### config.mk
export PLATFORM = sky130hd
export DESIGN_NAME = registered_fifo
export DESIGN_NICKNAME = d
export VERILOG_FILES = /design/src/rtl/registered_fifo.sv
export SDC_FILE = /design/constraint.sdc
export NUM_CORES = 1
export LEC_CHECK = 0
export CAP_MARGIN = 25
export CORE_MARGIN = 8
export CORE_UTILIZATION = 39
export CTS_CLUSTER_DIAMETER = 120
export DETAILED_ROUTE_END_ITERATION = 16
export GPL_TIMING_DRIVEN = 0
export HOLD_SLACK_MARGIN = 0.03
export RECOVER_POWER = 25
export SETUP_SLACK_MARGIN = 0.1
export SLEW_MARGIN = 20
export SYNTH_ARGS = -nofsm -noshare
export SYNTH_HDL_FRONTEND = slang
export SYNTH_SLANG_ARGS = --single-unit
### constraint.sdc
create_clock -name clock_port -period 4.7 [get_ports clock_port]
set_input_delay 0.94 -clock clock_port [delete_from_list [all_inputs] [get_ports clock_port]]
set_output_delay 0.94 -clock clock_port [all_outputs]
set_load 0.03 [all_outputs]
### src/rtl/registered_fifo.sv
// Ready/valid FIFO whose ports are driven only from flops: an output register stage
// backed by a (DEPTH-1)-entry ring buffer, with a registered input-side ready.
module registered_fifo #(
  parameter int DATA_WIDTH = 8,
  parameter int DEPTH      = 10
) (
  input  logic                         clock_port,
  input  logic                         reset_port,
  input  logic                         clear,
  input  logic [DATA_WIDTH-1:0]        input_port_data,
  input  logic                         input_port_valid,
  output logic                         input_port_ready,
  output logic [DATA_WIDTH-1:0]        output_port_data,
  output logic                         output_port_valid,
  input  logic                         output_port_ready,
  output logic [$clog2(DEPTH+1)-1:0]   count
);

  localparam int CW   = $clog2(DEPTH + 1);
  localparam int RING = DEPTH - 1;
  localparam int AW   = (RING > 1) ? $clog2(RING) : 1;
  localparam logic [AW-1:0] LAST = AW'(RING - 1);

  logic [DATA_WIDTH-1:0] mem_q [RING];

  logic                  ovalid_q, ovalid_d;
  logic [DATA_WIDTH-1:0] odata_q, odata_d;
  logic [CW-1:0]         count_q, count_d;
  logic                  ready_q, ready_d;
  logic [AW-1:0]         push_addr_q, push_addr_d;
  logic [AW-1:0]         pop_addr_q, pop_addr_d;
  logic                  looped_q, looped_d;

  logic push, pop, load, ring_empty, ring_we, push_wrap, pop_wrap;

  always_comb begin
    push        = input_port_valid & ready_q;
    pop         = ovalid_q & output_port_ready;
    load        = ~ovalid_q | pop;
    ring_empty  = (push_addr_q == pop_addr_q) & ~looped_q;
    ovalid_d    = ovalid_q;
    odata_d     = odata_q;
    push_addr_d = push_addr_q;
    pop_addr_d  = pop_addr_q;
    push_wrap   = 1'b0;
    pop_wrap    = 1'b0;
    ring_we     = 1'b0;

    // Ring contents always drain ahead of the incoming word to keep FIFO order.
    if (load) begin
      if (!ring_empty) begin
        odata_d    = mem_q[pop_addr_q];
        ovalid_d   = 1'b1;
        pop_wrap   = (pop_addr_q == LAST);
        pop_addr_d = pop_wrap ? '0 : pop_addr_q + AW'(1);
      end else if (push) begin
        odata_d  = input_port_data;
        ovalid_d = 1'b1;
      end else begin
        ovalid_d = 1'b0;
      end
    end

    ring_we = push & ~(load & ring_empty);
    if (ring_we) begin
      push_wrap   = (push_addr_q == LAST);
      push_addr_d = push_wrap ? '0 : push_addr_q + AW'(1);
    end

    looped_d = looped_q ^ push_wrap ^ pop_wrap;
    count_d  = count_q + CW'(push) - CW'(pop);
    ready_d  = (count_d != CW'(DEPTH));
  end

  always_ff @(posedge clock_port) begin
    if (reset_port || clear) begin
      ovalid_q    <= 1'b0;
      odata_q     <= '0;
      count_q     <= '0;
      ready_q     <= 1'b1;
      push_addr_q <= '0;
      pop_addr_q  <= '0;
      looped_q    <= 1'b0;
    end else begin
      ovalid_q    <= ovalid_d;
      odata_q     <= odata_d;
      count_q     <= count_d;
      ready_q     <= ready_d;
      push_addr_q <= push_addr_d;
      pop_addr_q  <= pop_addr_d;
      looped_q    <= looped_d;
    end
  end

  // Storage needs no reset; the pointers define which entries are live.
  always_ff @(posedge clock_port) begin
    if (ring_we && !reset_port && !clear)
      mem_q[push_addr_q] <= input_port_data;
  end

  assign output_port_valid = ovalid_q;
  assign output_port_data  = odata_q;
  assign input_port_ready  = ready_q;
  assign count             = count_q;

endmodule

# == After elaboration in Yosys (flattened, before gate mapping) ==
# Memories as Yosys holds them, arrays and structs flattened. A register that Yosys moved wholly into a read port is not among the register bits.
# Cells that the tools add are included.
# totals
out_inout_bits,14
input_bits,13
mem_bits_rw,72
register_bits,23
elab_cells,49
mem_count,1
# memory_table
name,depth,width,read_ports,rd_clocked_by_memory_dff,write_ports,line,text
mem_q,9,8,1,1,1,24,logic [DATA_WIDTH-1:0] mem_q [RING];
# op_classes
muxes,13
add_sub_neg,4
bitwise,12
reduce_logical,7
n_eq_ne,5
# ops
operator,count
2-to-1 mux 4 bit,4
2-to-1 mux 8 bit,2
"adder 4 x 1 -> 4 bit, second input constant",2
"== test 4 bit, second input constant",2
2-to-1 mux 1 bit,7
bitwise AND 1 bit,5
adder 4 x 1 -> 4 bit,1
== test 4 bit,1
"!= test 4 bit, second input constant",1
inverter 1 bit,4
AND reduction 2 bit,2
subtractor 4 x 1 -> 4 bit,1
logical AND 1 bit,2
logical NOT 1 bit,2
"!= test 2 bit, second input constant",1
XOR 1 bit,2
logical OR 1 bit,1
bitwise OR 1 bit,1

# == Logic depth before layout (Yosys ltp) ==
# Gate-level depths: netlist of run 1.
# depth
word_depth,9
mapped_depth,10

# == Least setup slack after synthesis of run 1 ==
# Ideal clock, no wire load.
# synth_path
kind,input -> register
from,input input_port_valid
to,"register ready_q, in the netlist input_port_ready"
required_ns,4.573
path_stages,10
slack_ns,1.853
t_arrival_ns,2.720
cell_sequence,and2_1 > buf_2 > inv_1 > ha_1 > inv_1 > ha_1 > fa_1 > and2_1 > nand2_1 > or3_1
# synth_between
elab_chain_cells,4
# synth_rtl
item,line,text
start: declaration,11,"input logic input_port_valid,"
bitwise AND 1 bit,37,push = input_port_valid & ready_q;
adder 4 x 1 -> 4 bit,71,count_d = count_q + CW'(push) - CW'(pop);
subtractor 4 x 1 -> 4 bit,71,
net count_d[1],28,"logic [CW-1:0] count_q, count_d;"
!= test 4 bit,72,ready_d = (count_d != CW'(DEPTH));
end signal: assignment,88,ready_q <= ready_d;
end: declaration,29,"logic ready_q, ready_d;"
# The timed path passes the listed nets, and every way through them passes these cells.
# A chain may end at the register's enable or synchronous reset.

# == Final worst setup path of run 1 ==
# layout_path
from,input input_port_valid
to,"register ready_q, in the netlist input_port_ready"
# layout_between
elab_chain_cells,4
# layout_rtl
item,line
bitwise AND 1 bit,37
adder 4 x 1 -> 4 bit,71
subtractor 4 x 1 -> 4 bit,71
!= test 4 bit,72
# No other way between the ends.

==> results of run 1 <==
[area by class of cell]
class                      count  area, um^2  area share (%)
sequential                    99        2700            56.5
tap                          136         170            3.56
clock buffer                  10         128            2.67
inverter                       9        33.8           0.706
buffer                        13        82.6            1.73
timing repair buffer          27         268            5.59
clock inverter                 6        78.8            1.65
multi-input combinational    155        1320            27.6
[worst min path at each step]
| stage | cells after the start | endpoint | startpoint | slack, ns |
|---|---|---|---|---|
| 2_1_floorplan | 2 | flip-flop | pop_addr_q[2] | 0.50 |
| 3_3_place_gp | 1 | output_port_data[3] | output_port_data[3] | 0.46 |
| 3_5_place_dp | 1 | output_port_data[3] | output_port_data[3] | 0.46 |
| 4_1_cts | 1 | output_port_data[3] | output_port_data[3] | 0.49 |
| 5_1_grt | 1 | output_port_data[6] | output_port_data[6] | 0.50 |
| 6_report | 1 | output_port_data[3] | output_port_data[3] | 0.48 |
[layer usage]
layer	vias to the layer above	share of wire (%)
li1	1126	-
met1	1140	47
met2	58	47
met3	7	5.7
met4	0	1.2
met5	-	0
[cells in the mapped netlist (all sizes together), types with 5 or more instances]
cell type	n	area, um^2
ha	10	125
and2	5	31.3
nor2	13	48.8
dfxtp	27	541
clkbuf	5	18.8
nand2	25	93.8
a22oi	8	60.1
a22o	8	70.1
and3	5	31.3
nand3	11	55.1
inv	9	33.8
mux4	16	360
xor2	5	43.8
a21oi	13	76.3
buf	8	63.8
edfxtp	72	2160
[stage by stage]
step / util [%] / instance area [um^2] / instances
6_report: 46.4 / 4790 / 455
5_1_grt: 46.4 / 4790 / 455
3_5_place_dp: 44.4 / 4580 / 439
2_1_floorplan: - / 4130 / 276
3_3_place_gp: 44.1 / 4560 / 438
4_1_cts: 46.4 / 4790 / 455
[state kept, by name (all words and copies together), names as in the netlist, named ones only]
signal and count:
count 4, looped_q 1, output_port_valid 1, pop_addr_q 4, input_port_ready 1, push_addr_q 4
output_port_data 8, mem_q 72
[power groups by stage]
stage	combinational, mW	sequential [mW]	clock, mW
final	0.0763	0.942	0.566
after global routing	0.0837	0.943	0.610
after floorplan	0.0314	0.972	0
after detailed placement	0.0781	0.963	0
after CTS	0.0784	0.943	0.581
after global placement	0.0768	0.962	0
[kinds of logic (layout without fill, tap and decap cells)]
kind of cell / after synthesis / in the layout / synth area share [%]
AO/OA/AOI/OAI: 42 / 42 / 7.67
XOR/XNOR: 7 / 7 / 1.49
multiplexers: 19 / 19 / 9.46
adder cells (fa/ha/maj): 11 / 11 / 3.52
AND/OR/NAND/NOR: 76 / 76 / 9.55
flip-flops: 99 / 99 / 65.5
buffers and inverters: 22 / 65 / 2.82
[critical path, cell delays in order]
cell and delay [ns]:
clkdlybuf4s50_1 0.44, and2_1 0.11, buf_2 0.21, inv_1 0.14, ha_1 0.29, inv_1 0.04, ha_1 0.21, fa_1 0.38
xnor2_1 0.24, nand2_1 0.07, or3_1 0.30
==> impl_metrics.py, run 1 <==
metrics = {
    "cts": {
        "cts_made_buffers": 9,
        "cts.sinks": 99,
        "cts_tree": "built",
        "ctsHoldBuffers": 0,
        "cts_resized": 0,
        "clk_path_buf_depth": 2,
        "htreeDepth": 3,
        "cts_root_buffer": "clkbuf_8",
        "post_cts_buffers": 0,
        "clk_pin_slew_ns": 0.10,
        "clock_latency_ns": 0.37,
    },
    "logic_synthesis": {
        "ys_warn_count": 0,
        "ys_seq_area_share_pct": 65.5,
        "synth_cell_type_count": 42,
        "syn_inst": 276,
        "netlist_area_um2": 4130,
        "synth_area_per_cell_um2": 15.0,
        "synth_edf_count": 72,
        "async_flop_share_pct": 0,
        "synth-seq-cells": 99,
        "synth_flop_cell": "edfxtp_1",
        "synthesis.nets": 300,
    },
    "setup_path": {
        "ff2ff_path_depth": 10,
        "required_ns": 4.95,
        "endpoint_kind": "flip-flop",
        "critical_path_class": "primary input to flip-flop",
        "critPathLaunch": "input_port_valid",
        "worstReg2RegEnd": "input_port_ready",
        "critPathArrivalTime_ns": 3.38,
        "cp-endpoint": "input_port_ready",
        "r2r-start": "input_port_ready",
        "cp-start-kind": "primary input",
        "worst-path-max-fanout": 10,
        "reg2reg_slack_ns": 2.27,
    },
    "power_and_ir_drop": {
        "power_frac_seq_pct": 59.5,
        "clock_power_share_pct": 35.7,
        "power_switching_mw": 0.356,
        "power_mw": 1.58,
        "power.leakage_nw": 1.61,
        "p_per_area_nw_per_um2": 331,
        "pwr-share-comb_pct": 4.8,
        "ir_drop_mv": 0.137,
        "power.internal_mw": 1.23,
        "p_sw_share_pct": 22.5,
    },
    "cells_and_area": {
        "layout_common_cells": "edfxtp_1 (72), dfxtp_1 (27), nand2_1 (25)",
        "nNetsFinal": 338,
        "drive_above_1_share_pct": 15.4,
        "fillCellCount": 904,
        "antenna-diode-count": 0,
        "syn_to_final_growth_pct": 16.0,
        "final_common_cell": "edfxtp_1",
    },
    "global_route": {
        "grt_use_total_pct": 11.4,
        "grt_overflow_total": 0,
        "grt_pass1_wl_mm": 12.4,
        "antenna_found_initial": 0,
        "grt_util_met1_pct": 15.2,
        "top_usage_layer": "met2",
        "met3_usage_pct": 3.45,
        "grt_pass1_vias": 2339,
        "grt_max_degree": 19,
        "met2_usage_pct": 17.0,
    },
    "hold_path": {
        "hold_path_class": "flip-flop to flip-flop",
    },
    "timing": {
        "hold-worst-slack_ns": 0.482,
        "slew_headroom_pct": 44.9,
        "rsz0062_at_grt": "false",
        "final.period_utilization_pct": 66.6,
        "fin_ws_ns": 1.57,
        "hold_violations": 0,
        "worstMarginPinSlew_ns": 0.824,
        "setup_violations": 0,
        "fmax_ghz": 0.319,
        "slew_viol_final": 0,
        "finalClockSkew_ns": 0.0137,
        "period_needed_ns": 3.13,
        "setup_tns_ns": 0,
    },
    "placement": {
        "port_buffers": 26,
        "dp_slack_ns": 1.18,
        "dp_hpwl_mm": 5.43,
        "place_congestion": 0.783,
    },
    "detailed_routing": {
        "vias": 2331,
        "via_per_inst": 5.12,
        "drtPass1Iterations": 4,
        "wl_mm": 7.77,
        "drt_iter0_drc": 176,
        "wl_per_cell_um": 17.1,
        "drc": 0,
        "ant_nets": 0,
    },
    "run": {
        "drv_cap": 0,
    },
    "outcome": {
        "outcome": "finished, final reports clean",
    },
    "die": {
        "core_area_um2": 10300,
        "die-width_um": 119,
        "io_pins": 27,
        "rows": 37,
        "start_util_pct": 40.0,
        "fp.dieH_um": 119,
        "dieArea_um2": 14100,
    },
}
Power figures use the tool's default switching activity.
==> inputs of run 2 (changes only) <==
Clock period 4.7 ns to 2.9 ns, I/O delays scaled along.
==> run 2 against run 1 <==
  * Critical path type unchanged
  * Cell area is 0.34% higher
  * Hold slack improved by 0.00081 ns
  * Critical path depth did not move
  * Clock power grew 63%
==> impl_metrics.py, run 2 (synthesis results as in run 1) <==
metrics = {
    "cells_and_area": {
        "syn_to_final_growth_pct": 16.4,
        "largest_register": "mem_q",
        "antenna-diode-count": 0,
        "fillCellCount": 903,
        "final_common_cell": "edfxtp_1",
        "final_area_um2": 4800,
        "drive_above_1_share_pct": 15.7,
        "layout_common_cells": "edfxtp_1 (72), dfxtp_1 (27), nand2_1 (25)",
        "nNetsFinal": 338,
        "largest_register_ffs": 72,
    },
    "timing": {
        "worstMarginPinSlew_ns": 0.796,
        "slew_viol_final": 0,
        "final.period_utilization_pct": 93.5,
        "rsz0062_at_grt": "true",
        "setup_violations": 0,
        "hold-worst-slack_ns": 0.483,
        "finalClockSkew_ns": 0.0107,
        "slew_headroom_pct": 46.8,
        "hold_violations": 0,
        "fmax_ghz": 0.369,
        "period_needed_ns": 2.71,
    },
    "placement": {
        "place_congestion": 0.783,
        "port_buffers": 26,
        "dp_hpwl_mm": 5.43,
        "dpl_cell_area_um2": 4580,
    },
    "global_route": {
        "antenna_found_initial": 0,
        "grt_pass1_wl_mm": 12.4,
        "grt_use_total_pct": 11.4,
        "grt_overflow_total": 0,
        "grt_pass1_vias": 2339,
        "grt_max_degree": 19,
    },
    "cts": {
        "cts.sinks": 99,
        "cts_made_buffers": 9,
        "clock_latency_ns": 0.37,
        "htreeDepth": 3,
        "cts_root_buffer": "clkbuf_8",
        "ctsHoldBuffers": 0,
        "clk_pin_slew_ns": 0.10,
        "cts_tree": "built",
        "post_cts_buffers": 0,
        "clk_path_buf_depth": 2,
        "cts_resized": 0,
    },
    "detailed_routing": {
        "ant_nets": 0,
        "drt_iter0_drc": 154,
        "wl_per_cell_um": 17.0,
        "drc": 0,
        "vias": 2315,
        "via_per_inst": 5.09,
        "drtPass1Iterations": 4,
        "wl_mm": 7.75,
    },
    "power_and_ir_drop": {
        "p_per_area_nw_per_um2": 536,
        "ir_drop_mv": 0.222,
        "power.leakage_nw": 1.61,
        "power_mw": 2.57,
        "p_sw_share_pct": 22.6,
        "power_frac_seq_pct": 59.3,
        "pwr-share-comb_pct": 4.9,
        "power_switching_mw": 0.581,
        "clock_power_share_pct": 35.8,
        "power.internal_mw": 1.99,
    },
    "hold_path": {
        "hold_path_class": "flip-flop to flip-flop",
    },
    "setup_path": {
        "critical_path_class": "primary input to flip-flop",
        "critPathArrivalTime_ns": 2.96,
        "critPathSlowestCell": "clkdlybuf4s50_1",
        "path_cells": "clkdlybuf4s50_1 -> and2_1 -> clkbuf_4 -> inv_1 -> ha_1 -> inv_1 -> ha_1 -> fa_1 -> xnor2_2 -> nand2_1 -> or3_1",
        "critPathMaxStageDelay_ns": 0.44,
        "required_ns": 3.15,
        "endpoint_kind": "flip-flop",
        "cp-start-kind": "primary input",
        "worst-path-max-fanout": 10,
    },
    "die": {
        "io_pins": 27,
        "rows": 37,
        "dieArea_um2": 14100,
        "core_area_um2": 10300,
        "fp.dieH_um": 119,
        "die-width_um": 119,
        "start_util_pct": 40.0,
    },
    "run": {
        "drv_cap": 0,
    },
    "outcome": {
        "outcome": "finished, final reports clean",
    },
}
## run 2: area by class of cell
type | instances | area [um^2] | share of cell area, %
multi-input combinational | 155 | 1340 | 27.8
buffer | 13 | 85.1 | 1.77
clock buffer | 10 | 128 | 2.66
clock inverter | 6 | 78.8 | 1.64
timing repair buffer | 27 | 268 | 5.58
sequential | 99 | 2700 | 56.3
inverter | 9 | 33.8 | 0.703
tap | 136 | 170 | 3.54
## run 2: final timing paths
check / slack, ns / depth (start not counted) / endpoint / startpoint
hold reg to reg: 0.48 / 1 / output_port_data[3] / output_port_data[3]
hold / removal: 0.48 / 1 / output_port_data[3] / output_port_data[3]
setup / recovery: 0.19 / 11 / input_port_ready / input_port_valid
setup reg to reg: 0.46 / 5 / mem_q[3][4] / push_addr_q[0]
## run 2: critical path: cells and delay by family
| family | cells | cell delay [ns] |
|---|---|---|
| and+or+nand+nor | 3 | 0.47 |
| xor gates and xnor gates | 1 | 0.19 |
| buffers and inverters | 4 | 0.79 |
| adders and majority gates | 3 | 0.91 |
## run 2: per-stage QoR
step                util [%]  cells  setup slack (ns)  setup TNS, ns
finish                  46.5    455             0.188              0
global route            46.5    455            0.0795              0
CTS                     46.4    455             0.130              0
detailed placement      44.4    439            -0.261          -5.20
global placement        44.1    438            -0.705         -17.58
floorplan                  -    276             0.413              0
## run 2: power groups by stage
stage / Sequential (mW) / Combinational, mW / Clock (mW)
2_1_floorplan: 1.58 / 0.0508 / 0
6_report: 1.53 / 0.126 / 0.920
5_1_grt: 1.53 / 0.138 / 0.989
4_1_cts: 1.53 / 0.127 / 0.942
3_3_place_gp: 1.56 / 0.124 / 0
3_5_place_dp: 1.56 / 0.127 / 0
## run 2: per-layer routing
layer / vias up / GRT usage [%] / part of all wire, %
met5: - / 0 / 0
met1: 1120 / 15.2 / 45
met4: 0 / 4.58 / 1.4
met3: 7 / 3.45 / 7.6
li1: 1121 / - / -
met2: 67 / 17.0 / 46
==> inputs of run 3 (changes only) <==
Settings changed: DONT_BUFFER_PORTS from default to 1, HOLD_SLACK_MARGIN 0.03 to default.
==> run 3 against run 2 <==
  * Cell count is 5.7% lower
  * Worst setup slack gained 0.14 ns
  * Combinational power fell by 50%
  * First-iteration DRC count up 55%
  * Critical endpoint unchanged
==> impl_metrics.py, run 3 (synthesis results as in run 1) <==
metrics = {
    "detailed_routing": {
        "ant_nets": 0,
        "via_per_inst": 5.28,
        "drc": 0,
        "drtPass1Iterations": 4,
        "wl_mm": 7.88,
        "wl_per_cell_um": 18.4,
        "vias": 2264,
        "drt_iter0_drc": 238,
    },
    "global_route": {
        "grt_use_total_pct": 11.8,
        "grt_pass1_vias": 2324,
        "grt_max_degree": 19,
        "grt_pass1_wl_mm": 12.8,
        "antenna_found_initial": 0,
        "grt_overflow_total": 0,
    },
    "cts": {
        "clk_path_buf_depth": 2,
        "clk_pin_slew_ns": 0.10,
        "cts_root_buffer": "clkbuf_8",
        "cts_made_buffers": 9,
        "htreeDepth": 3,
        "ctsHoldBuffers": 0,
        "cts_tree": "built",
        "cts.sinks": 99,
        "cts_resized": 0,
        "clock_latency_ns": 0.38,
        "post_cts_buffers": 0,
    },
    "setup_path": {
        "worst-path-max-fanout": 10,
        "critPathMaxStageDelay_ns": 0.43,
        "critPathArrivalTime_ns": 2.82,
        "ff2ff_path_depth": 10,
        "critPathSlowestCell": "dfxtp_2",
        "worstReg2RegEnd": "input_port_ready",
        "critPathLaunch": "input_port_ready",
        "path_cells": "and2_1 -> buf_2 -> inv_1 -> ha_1 -> inv_1 -> ha_1 -> fa_1 -> xnor2_1 -> nand2_1 -> or3_1",
        "required_ns": 3.15,
        "cp-start-kind": "flip-flop",
        "reg2reg_slack_ns": 0.33,
        "r2r-start": "input_port_ready",
        "cp-endpoint": "input_port_ready",
        "endpoint_kind": "flip-flop",
        "critical_path_class": "flip-flop to flip-flop",
    },
    "die": {
        "core_area_um2": 10300,
        "dieArea_um2": 14100,
        "io_pins": 27,
        "die-width_um": 119,
        "fp.dieH_um": 119,
        "start_util_pct": 40.0,
        "rows": 37,
    },
    "timing": {
        "setup_violations": 0,
        "rsz0062_at_grt": "false",
        "slew_headroom_pct": 50.8,
        "final.period_utilization_pct": 88.6,
        "period_needed_ns": 2.57,
        "finalClockSkew_ns": 0.0151,
        "worstMarginPinSlew_ns": 0.735,
        "fin_ws_ns": 0.330,
        "fmax_ghz": 0.389,
        "hold_violations": 0,
        "slew_viol_final": 0,
    },
    "power_and_ir_drop": {
        "clock_power_share_pct": 34.2,
        "pwr-share-comb_pct": 2.6,
        "p_per_area_nw_per_um2": 542,
        "power_frac_seq_pct": 63.2,
        "power.internal_mw": 1.87,
        "power.leakage_nw": 1.49,
        "p_sw_share_pct": 23.3,
        "ir_drop_mv": 0.225,
        "power_switching_mw": 0.570,
    },
    "placement": {
        "dp_hpwl_mm": 5.56,
        "dpl_cell_area_um2": 4320,
        "dp_slack_ns": 0.194,
        "port_buffers": 0,
        "place_congestion": 0.773,
    },
    "cells_and_area": {
        "largest_register_ffs": 72,
        "syn_to_final_growth_pct": 9.10,
        "drive_above_1_share_pct": 17.1,
        "final_common_cell": "edfxtp_1",
        "layout_common_cells": "edfxtp_1 (72), dfxtp_1 (26), nand2_1 (25)",
        "nNetsFinal": 312,
        "largest_register": "mem_q",
        "antenna-diode-count": 0,
        "final_area_um2": 4500,
    },
    "run": {
        "drv_cap": 0,
    },
    "outcome": {
        "outcome": "finished, final reports clean",
    },
    "hold_path": {
        "hold_path_class": "primary input to flip-flop",
    },
}
[run 3: final cells by class]
class / count / area, um^2
Clock inverter: 7 / 57.6
Fill cell: 894 / 5820
Clock buffer: 9 / 124
Tap cell: 136 / 170
Sequential cell: 99 / 2700
Inverter: 9 / 33.8
Timing Repair Buffer: 1 / 7.51
Multi-Input combinational cell: 155 / 1320
Buffer: 13 / 82.6
[run 3: routing by layer]
layer	vias to the layer above	wire (um)	share of wire (%)	GRT usage [%]
li1	1069	-	-	-
met1	1142	3670	47	14.9
met2	42	3580	45	17.7
met3	11	450	5.7	3.68
met4	0	176	2.2	6.25
met5	-	0	0	0
[run 3: critical path, delay by kind of cell (launching register included)]
family	cells	cell delay, ns
adder cells (fa/ha/maj)	3	0.89
AND/OR/NAND/NOR	3	0.51
XOR/XNOR	1	0.23
buffers and inverters	3	0.41
flip-flops	1	0.43
[run 3: worst min-delay path by stage]
stage | start | to | slack, ns | cells past startpoint
after floorplan | pop_addr_q[2] | flip-flop | 0.50 | 2
after global placement | push_addr_q[3] | push_addr_q[3] | 0.54 | 1
after detailed placement | mem_q[8][4] | output_port_data[4] | 0.55 | 3
after CTS | input_port_data[7] | mem_q[1][7] | 0.28 | 0
after global routing | input_port_data[7] | mem_q[1][7] | 0.27 | 0
final | input_port_data[1] | mem_q[4][1] | 0.29 | 0
[run 3: power groups by stage]
stage	Sequential, mW	Clock, mW	Combinational [mW]
2_1_floorplan	1.58	0	0.0508
3_3_place_gp	1.58	0	0.0629
3_5_place_dp	1.58	0	0.0638
4_1_cts	1.55	0.856	0.0642
5_1_grt	1.55	0.914	0.0717
6_report	1.54	0.834	0.0633
[run 3: metrics by stage]
stage / total power, mW / TNS, ns / util, % / hold slack, ns / cells
3_3_place_gp: 1.64 / -4.81 / 41.6 / 0.539 / 412
3_5_place_dp: 1.64 / 0 / 41.8 / 0.554 / 413
5_1_grt: 2.53 / 0 / 43.6 / 0.269 / 429
6_report: 2.44 / 0 / 43.6 / 0.293 / 429
2_1_floorplan: 1.63 / 0 / - / 0.499 / 276
4_1_cts: 2.47 / 0 / 43.6 / 0.275 / 429
